File: src/rtl/dispatch_pkg.sv
// Shared definitions for the request dispatcher: opcode encoding, slot states
// and the bit positions of the fields inside a packed instruction.
package dispatch_pkg;

  localparam logic [1:0] OP_AES_ENC = 2'b00;
  localparam logic [1:0] OP_AES_DEC = 2'b01;
  localparam logic [1:0] OP_SHA     = 2'b10;
  localparam logic [1:0] OP_RSVD    = 2'b11;

  typedef enum logic [1:0] {
    IDLE,
    ISSUE,
    BUSY
  } slot_state_t;

  // Packed instruction is {opcode, key_addr, text_addr}, text in the LSBs.
  localparam int unsigned TEXT_LSB = 0;

  function automatic int unsigned key_lsb(input int unsigned addrw);
    return addrw;
  endfunction

  function automatic int unsigned op_lsb(input int unsigned addrw);
    return 2 * addrw;
  endfunction

endpackage

File: src/rtl/engine_slot.sv
// One engine slot: IDLE/ISSUE/BUSY handshake FSM plus the latched job payload.
// The job counter port exists only when REQ_DISPATCH_STATS_EN is defined.
module engine_slot
  import dispatch_pkg::*;
#(
  parameter int unsigned PayloadW = 8
) (
  input  logic                clk,
  input  logic                rst,
  input  logic                start,
  input  logic [PayloadW-1:0] payload_in,
  output logic                slot_ready,
  output logic                eng_valid,
  input  logic                eng_ready,
  input  logic                eng_done,
  output logic [PayloadW-1:0] payload
`ifdef REQ_DISPATCH_STATS_EN
  ,
  output logic [15:0]         jobs
`endif
);

  slot_state_t         state_q, state_d;
  logic [PayloadW-1:0] payload_q, payload_d;
  logic                accept;

  assign accept = start && (state_q == IDLE);

  always_comb begin
    state_d   = state_q;
    payload_d = payload_q;
    unique case (state_q)
      IDLE: begin
        if (accept) begin
          state_d   = ISSUE;
          payload_d = payload_in;
        end
      end
      ISSUE: begin
        // done is ignored here; only the engine handshake advances the slot
        if (eng_ready) state_d = BUSY;
      end
      BUSY: begin
        if (eng_done) state_d = IDLE;
      end
      default: state_d = IDLE;
    endcase
  end

  always_ff @(posedge clk or posedge rst) begin
    if (rst) begin
      state_q   <= IDLE;
      payload_q <= '0;
    end else begin
      state_q   <= state_d;
      payload_q <= payload_d;
    end
  end

  assign slot_ready = (state_q == IDLE);
  assign eng_valid  = (state_q == ISSUE);
  assign payload    = payload_q;

`ifdef REQ_DISPATCH_STATS_EN
  logic [15:0] jobs_q;

  always_ff @(posedge clk or posedge rst) begin
    if (rst) begin
      jobs_q <= '0;
    end else if ((state_q == BUSY) && eng_done) begin
      jobs_q <= jobs_q + 16'd1;
    end
  end

  assign jobs = jobs_q;
`endif

endmodule

File: src/rtl/req_dispatch.sv
// Decodes queued instructions and hands them to independent AES and SHA slots.
// Define REQ_DISPATCH_STATS_EN to add the per-engine completed-job counters.
module req_dispatch
  import dispatch_pkg::*;
#(
  parameter int unsigned ADDRW   = 8,
  parameter int unsigned OPCODEW = 2
) (
  input  logic                       clk,
  input  logic                       rst,
  input  logic [2*ADDRW+OPCODEW-1:0] instr,
  input  logic                       valid_in,
  output logic                       ready_aes,
  output logic                       ready_sha,
  output logic                       aes_valid,
  input  logic                       aes_ready,
  output logic                       aes_decrypt,
  output logic [ADDRW-1:0]           aes_key_addr,
  output logic [ADDRW-1:0]           aes_text_addr,
  input  logic                       aes_done,
  output logic                       sha_valid,
  input  logic                       sha_ready,
  output logic [ADDRW-1:0]           sha_text_addr,
  input  logic                       sha_done,
  output logic                       err_illegal
`ifdef REQ_DISPATCH_STATS_EN
  ,
  output logic [15:0]                aes_jobs,
  output logic [15:0]                sha_jobs
`endif
);

  localparam int unsigned OpLsb  = op_lsb(ADDRW);
  localparam int unsigned KeyLsb = key_lsb(ADDRW);
  localparam int unsigned AesW   = 2 * ADDRW + 1;

  logic [OPCODEW-1:0] opcode;
  logic [ADDRW-1:0]   key_field;
  logic [ADDRW-1:0]   text_field;
  logic               route_aes;
  logic               aes_start;
  logic               sha_start;
  logic               err_d, err_q;
  logic [AesW-1:0]    aes_payload_in;
  logic [AesW-1:0]    aes_payload;

  assign opcode     = instr[OpLsb +: OPCODEW];
  assign key_field  = instr[KeyLsb +: ADDRW];
  assign text_field = instr[TEXT_LSB +: ADDRW];

  assign route_aes = (opcode == OP_AES_ENC) || (opcode == OP_AES_DEC);

  // Reserved opcodes are consumed through the SHA ready but never start a job.
  assign aes_start = valid_in && ready_aes && route_aes;
  assign sha_start = valid_in && ready_sha && (opcode == OP_SHA);
  assign err_d     = valid_in && ready_sha && (opcode == OP_RSVD);

  assign aes_payload_in = {(opcode == OP_AES_DEC), key_field, text_field};

  engine_slot #(
    .PayloadW (AesW)
  ) u_aes_slot (
    .clk        (clk),
    .rst        (rst),
    .start      (aes_start),
    .payload_in (aes_payload_in),
    .slot_ready (ready_aes),
    .eng_valid  (aes_valid),
    .eng_ready  (aes_ready),
    .eng_done   (aes_done),
    .payload    (aes_payload)
`ifdef REQ_DISPATCH_STATS_EN
    ,
    .jobs       (aes_jobs)
`endif
  );

  engine_slot #(
    .PayloadW (ADDRW)
  ) u_sha_slot (
    .clk        (clk),
    .rst        (rst),
    .start      (sha_start),
    .payload_in (text_field),
    .slot_ready (ready_sha),
    .eng_valid  (sha_valid),
    .eng_ready  (sha_ready),
    .eng_done   (sha_done),
    .payload    (sha_text_addr)
`ifdef REQ_DISPATCH_STATS_EN
    ,
    .jobs       (sha_jobs)
`endif
  );

  assign aes_decrypt   = aes_payload[AesW-1];
  assign aes_key_addr  = aes_payload[ADDRW +: ADDRW];
  assign aes_text_addr = aes_payload[0 +: ADDRW];

  always_ff @(posedge clk or posedge rst) begin
    if (rst) begin
      err_q <= 1'b0;
    end else begin
      err_q <= err_d;
    end
  end

  assign err_illegal = err_q;

endmodule

File: config.mk
export PLATFORM = sky130hd
export DESIGN_NAME = req_dispatch
export DESIGN_NICKNAME = d
export VERILOG_FILES = /design/src/rtl/dispatch_pkg.sv /design/src/rtl/engine_slot.sv /design/src/rtl/req_dispatch.sv
export SDC_FILE = /design/constraint.sdc
export NUM_CORES = 1
export LEC_CHECK = 0
export ABC_AREA = 1
export BUFFER_PORTS_ARGS = -buffer_cell sky130_fd_sc_hd__buf_2
export CAP_MARGIN = 30
export CORE_MARGIN = 10
export CORE_UTILIZATION = 32
export CTS_CLUSTER_DIAMETER = 150
export DETAILED_ROUTE_END_ITERATION = 10
export GPL_ROUTABILITY_DRIVEN = 0
export MAX_ROUTING_LAYER = met4
export PLACE_DENSITY = 0.64
export SLEW_MARGIN = 40
export SYNTH_ARGS = -nofsm -noshare
export SYNTH_HDL_FRONTEND = slang
export SYNTH_SLANG_ARGS = --single-unit
File: constraint.sdc
create_clock -name clk -period 3.1 [get_ports clk]
set_input_delay 0 -clock clk [delete_from_list [all_inputs] [get_ports clk]]
set_output_delay 0 -clock clk [all_outputs]
set_load 0.05 [all_outputs]
* Yosys cells after proc, flatten, opt, wreduce, memory -nomap -nowiden
Cells that the tools add are included.
Cells by class: equal/unequal tests 13, multiplexer cells 8, reductions and logical operators 15
Operators with widths (count):
- two-way mux 2 bit | 6
- one-hot mux 2 bit (3 select lines) | 2
- == test 2 bit, second input constant | 4
- != test 2 x 1 -> 1 bit, second input constant | 4
- logical AND 1 bit | 7
- == test 2 x 1 -> 1 bit, second input constant | 3
- logical NOT 2 bit | 3
- AND reduction 3 bit | 2
- != test 2 bit, second input constant | 2
- AND reduction 2 bit | 2
- logical OR 1 bit | 1
Storage, ports and cells: register bits 30, input port bits 25, output and inout bits 30

* Logic depth before layout (Yosys ltp)
word-level depth 6, depth in mapped cells 6, gate-level depth less buffers 5

* Cells and area by module
From an unflattened synthesis, not the netlist that was laid out.
Second synthesis, totals: cells, all modules 143, area, all modules 1256.2 um2
By module, submodules not included:
- engine_slot at u_aes_slot | times used 1, cells each 86, area each 778.2 um2, sequential area each 475.5 um2
- engine_slot at u_sha_slot | times used 1, cells each 46, area each 415.4 um2, sequential area each 250.2 um2
- req_dispatch | times used 1, cells each 11, area each 62.6 um2, sequential area each 25.0 um2

* Worst setup path after synthesis
OpenSTA, ideal clock, no wires.
path type reg2reg, from register u_aes_slot.state_q[0], to register u_aes_slot.state_q[1], arrival 1.291 ns, required time 3.017 ns, setup slack 1.726 ns, stages on the path, launching flop included 5, buffers on the path 0, clock period less this slack 1.374 ns, cells stage by stage dfrtp_1 -> inv_1 -> nor2_1 -> nand2_1 -> o21ai_0
On the way: elaborated cells between the ends (all ways) 11
RTL lines:
- from (decl) | RTL line engine_slot.sv:23 | slot_state_t state_q, state_d;
- from (signal assigned) | RTL line engine_slot.sv:55 | state_q <= state_d;
- == test 2 x 1 -> 1 bit (*)
- net aes_valid | RTL line req_dispatch.sv:15 | output logic aes_valid,
- != test 2 x 1 -> 1 bit (no line)
- AND reduction 3 bit (no line)
The timed path passes the listed nets; every way through them passes the cells marked *. A chain may end at the register's enable or synchronous reset.

* Worst setup path in the final report
from register u_sha_slot.state_q[1], to output port ready_sha
On the way: word-level cells in the longest chain between the ends 1
Ends and longest elaborated chain:
- from (decl) | RTL line engine_slot.sv:23
- from (signal assigned) | RTL line engine_slot.sv:55
- logical NOT 2 bit | RTL line engine_slot.sv:60 | assign slot_ready = (state_q == IDLE);
- to (decl) | RTL line req_dispatch.sv:14 | output logic ready_sha,
No other way between the ends.

==> reports/summary.json <==
{
  "layout": {
    "final_common_cell": "nand2_1",
    "highest_count_cells_in_the_layout_ignoring_fill_and_taps": "56 x nand2_1, 54 x buf_2, 30 x dfrtp_1, 23 x dlygate4sd3_1, 18 x nand3_1",
    "final_layout_size_suffix_gt1_share_pct": 31.8,
    "final_util_pct": 50.0,
    "area.growth.synth_to_final_pct": 48.0,
    "finish.net_count": 240,
    "num_antenna_cells": 0
  },
  "drt": {
    "avgRoutedWirePerCell_um": 14.0,
    "drt_iter0_markers": 114,
    "vias": 1202,
    "drtAntennaViolNets": 0,
    "firstDrtPassIters": 4,
    "postRouteWirelength_um": 3670,
    "drc": 0,
    "post_drt_via_cell_ratio": 4.59
  },
  "setup_path": {
    "critical_path_required_ns": 3.10,
    "worstSetupPathType": "reg -> out",
    "worstPathCellList": "nor2_2 > buf_2",
    "crit_path_top_delay_cell": "nor2_2",
    "crit_path_start_kind": "flip-flop",
    "endpoint_kind": "output port",
    "critPathMaxFanout": 11,
    "crit_path_max_incr_delay_ns": 0.42,
    "cp.arrival_ns": 1.46
  },
  "die": {
    "die_width_um": 82.9,
    "die_y_um": 82.9,
    "std_cell_rows": 22,
    "die_area_sq_um": 6870,
    "placeableCoreArea_sq_um": 3740,
    "effective_utilization_at_floorplan_pct": 33.8,
    "io_pins": 55
  },
  "pwr": {
    "pwr-share-clk_pct": 18.9,
    "cellPowerDensity_nw_per_um2": 860,
    "p_sw_share_pct": 48.2,
    "sequentialPowerShare_pct": 34.9,
    "cellInternalPower_uw": 834,
    "netSwitchingPower_uw": 775,
    "static_leakage_power_uw": 0.00103,
    "power_frac_comb_pct": 46.2,
    "max-vdd-ir-drop_uv": 452
  },
  "yosys": {
    "synth.ff_latch_count": 30,
    "synthesis.instances": 135,
    "synth_top_cells_by_area": "dfrtp_1 59%, nand2_1 17%, nand3_1 7.1%",
    "ys_seq_area_share_pct": 59.3,
    "synth_area_leader_cell": "dfrtp_1",
    "syn-cell-area_sq_um": 1260,
    "post-synth-top-area-fraction_pct": 59.3,
    "syn_nets": 160,
    "syn-mean-instance-area_sq_um": 9.37,
    "synth_warnings": 0,
    "synth_cell_types": 15
  },
  "clock_tree": {
    "cts_hold_buf": 23,
    "max-clock-path-buffers": 2,
    "clock_insertion_delay_worst_skew_ns": 0.27,
    "post_cts_buffers": 0,
    "cts_inserted_buffers": 5,
    "clock-sinks": 30,
    "clkTransAtPathRegs_ns": 0.06,
    "tritoncts": "yes",
    "clock_tree.root_cell": "clkbuf_8",
    "htree_levels": 2,
    "cts_repair_resize_count": 0
  },
  "global_routing": {
    "globalRouteTotalUtil_pct": 11.2,
    "grt_antenna_before_repair": 0,
    "grt_pass1_vias": 1253,
    "maximum_number_of_pins_on_one_net_before_global_route_repair": 31,
    "globalRoute.totalOverflow": 0,
    "grt_pass1_wl_um": 6190
  },
  "sta": {
    "worst_rel_slew_slack_pct": 65.0,
    "rsz_0062_raised_after_global_routing": "no",
    "setup_total_negative_slack_ns": 0,
    "slew_violations": 0,
    "timing_worst_slew_pin_value_ns": 0.524,
    "timing.final.setup_violations": 0,
    "worst_clock_skew_ns": 0.00297,
    "clock.fmax_mhz": 685,
    "holdWs_ns": 0.00308,
    "post-route-period-util_pct": 47.1,
    "final.min_clock_period_ns": 1.46,
    "hold_violations": 0
  },
  "run": {
    "drv_cap": 0
  },
  "place": {
    "portBuffers": 54,
    "dpl.hpwl_um": 2560
  },
  "min_path": {
    "worstHoldPathType": "in -> reg"
  },
  "outcome": {
    "status": "finished clean"
  }
}
[per-layer routing]
metal,GRT usage [%],part of all wire (%)
met3,3.91,4.1
met2,16.6,45
met5,-,0
met4,3.85,1.8
met1,13.8,49
[cells by family (layout without fill, tap and decap cells)]
group / after synthesis / count (layout) / synth area share (%)
compound gates: 3 / 3 / 1.39
simple gates: 91 / 91 / 34.0
flops: 30 / 30 / 59.3
buf+inv: 11 / 90 / 5.24
[critical path, delay by kind of cell (launching register included)]
| kind | cells | cell delay (ns) |
|---|---|---|
| buffers and inverters | 1 | 0.36 |
| and+or+nand+nor | 1 | 0.42 |
| DFF | 1 | 0.40 |
[final timing paths]
| path | from | end | slack (ns) | depth (start not counted) |
|---|---|---|---|---|
| min in group asynchronous | rst | u_aes_slot.payload[11] | 0.34 | 4 |
| max | u_sha_slot.state_q[1] | ready_sha | 1.64 | 2 |
| min | instr[7] | u_aes_slot.payload[7] | 0.003 | 3 |
| min reg2reg | u_aes_slot.payload[2] | u_aes_slot.payload[2] | 0.46 | 2 |
| max in group asynchronous | rst | u_aes_slot.payload[4] | 2.47 | 4 |
| max reg2reg | u_aes_slot.state_q[0] | u_aes_slot.state_q[1] | 1.75 | 5 |
[flip-flops by register name, summed over array words and instances, names as in the netlist]
signal              cells
u_aes_slot.payload     17
u_sha_slot.state_q      2
u_sha_slot.payload      8
u_aes_slot.state_q      2
err_illegal             1
[synthesized netlist by cell type]
cell,count
dfrtp_1,30
nor2_1,3
nand2_4,1
nor2_2,1
buf_6,3
nand3_4,1
nand3_1,18
inv_1,5
buf_2,2
o21ai_0,2
inv_2,1
nand4_1,8
o31ai_1,1
nor2_4,3
nand2_1,56
[power groups by stage]
| stage | clock, uW | sequential [uW] | combinational, uW |
|---|---|---|---|
| after floorplan | 0 | 923 | 193 |
| after global placement | 0 | 567 | 721 |
| after detailed placement | 0 | 564 | 728 |
| after CTS | 310 | 562 | 751 |
| after global routing | 328 | 579 | 794 |
| final | 305 | 561 | 743 |
[layout make-up]
| type | instances | area, sq um |
|---|---|---|
| well taps | 48 | 60.1 |
| fillers | 379 | 1870 |
| repair buffers | 78 | 508 |
| multi-input cells | 94 | 448 |
| flip-flops and latches | 30 | 751 |
| inverters | 6 | 22.5 |
| clock buffers | 6 | 82.6 |
[stage by stage]
stage	setup WS [ns]	cells	total power, uW	area, sq um
2_1_floorplan	1.73	135	1120	1260
3_3_place_gp	1.82	233	1290	1560
3_5_place_dp	1.79	233	1290	1560
4_1_cts	1.64	262	1620	1870
5_1_grt	1.56	262	1700	1870
6_report	1.64	262	1610	1870
Power figures use the tool's default switching activity.
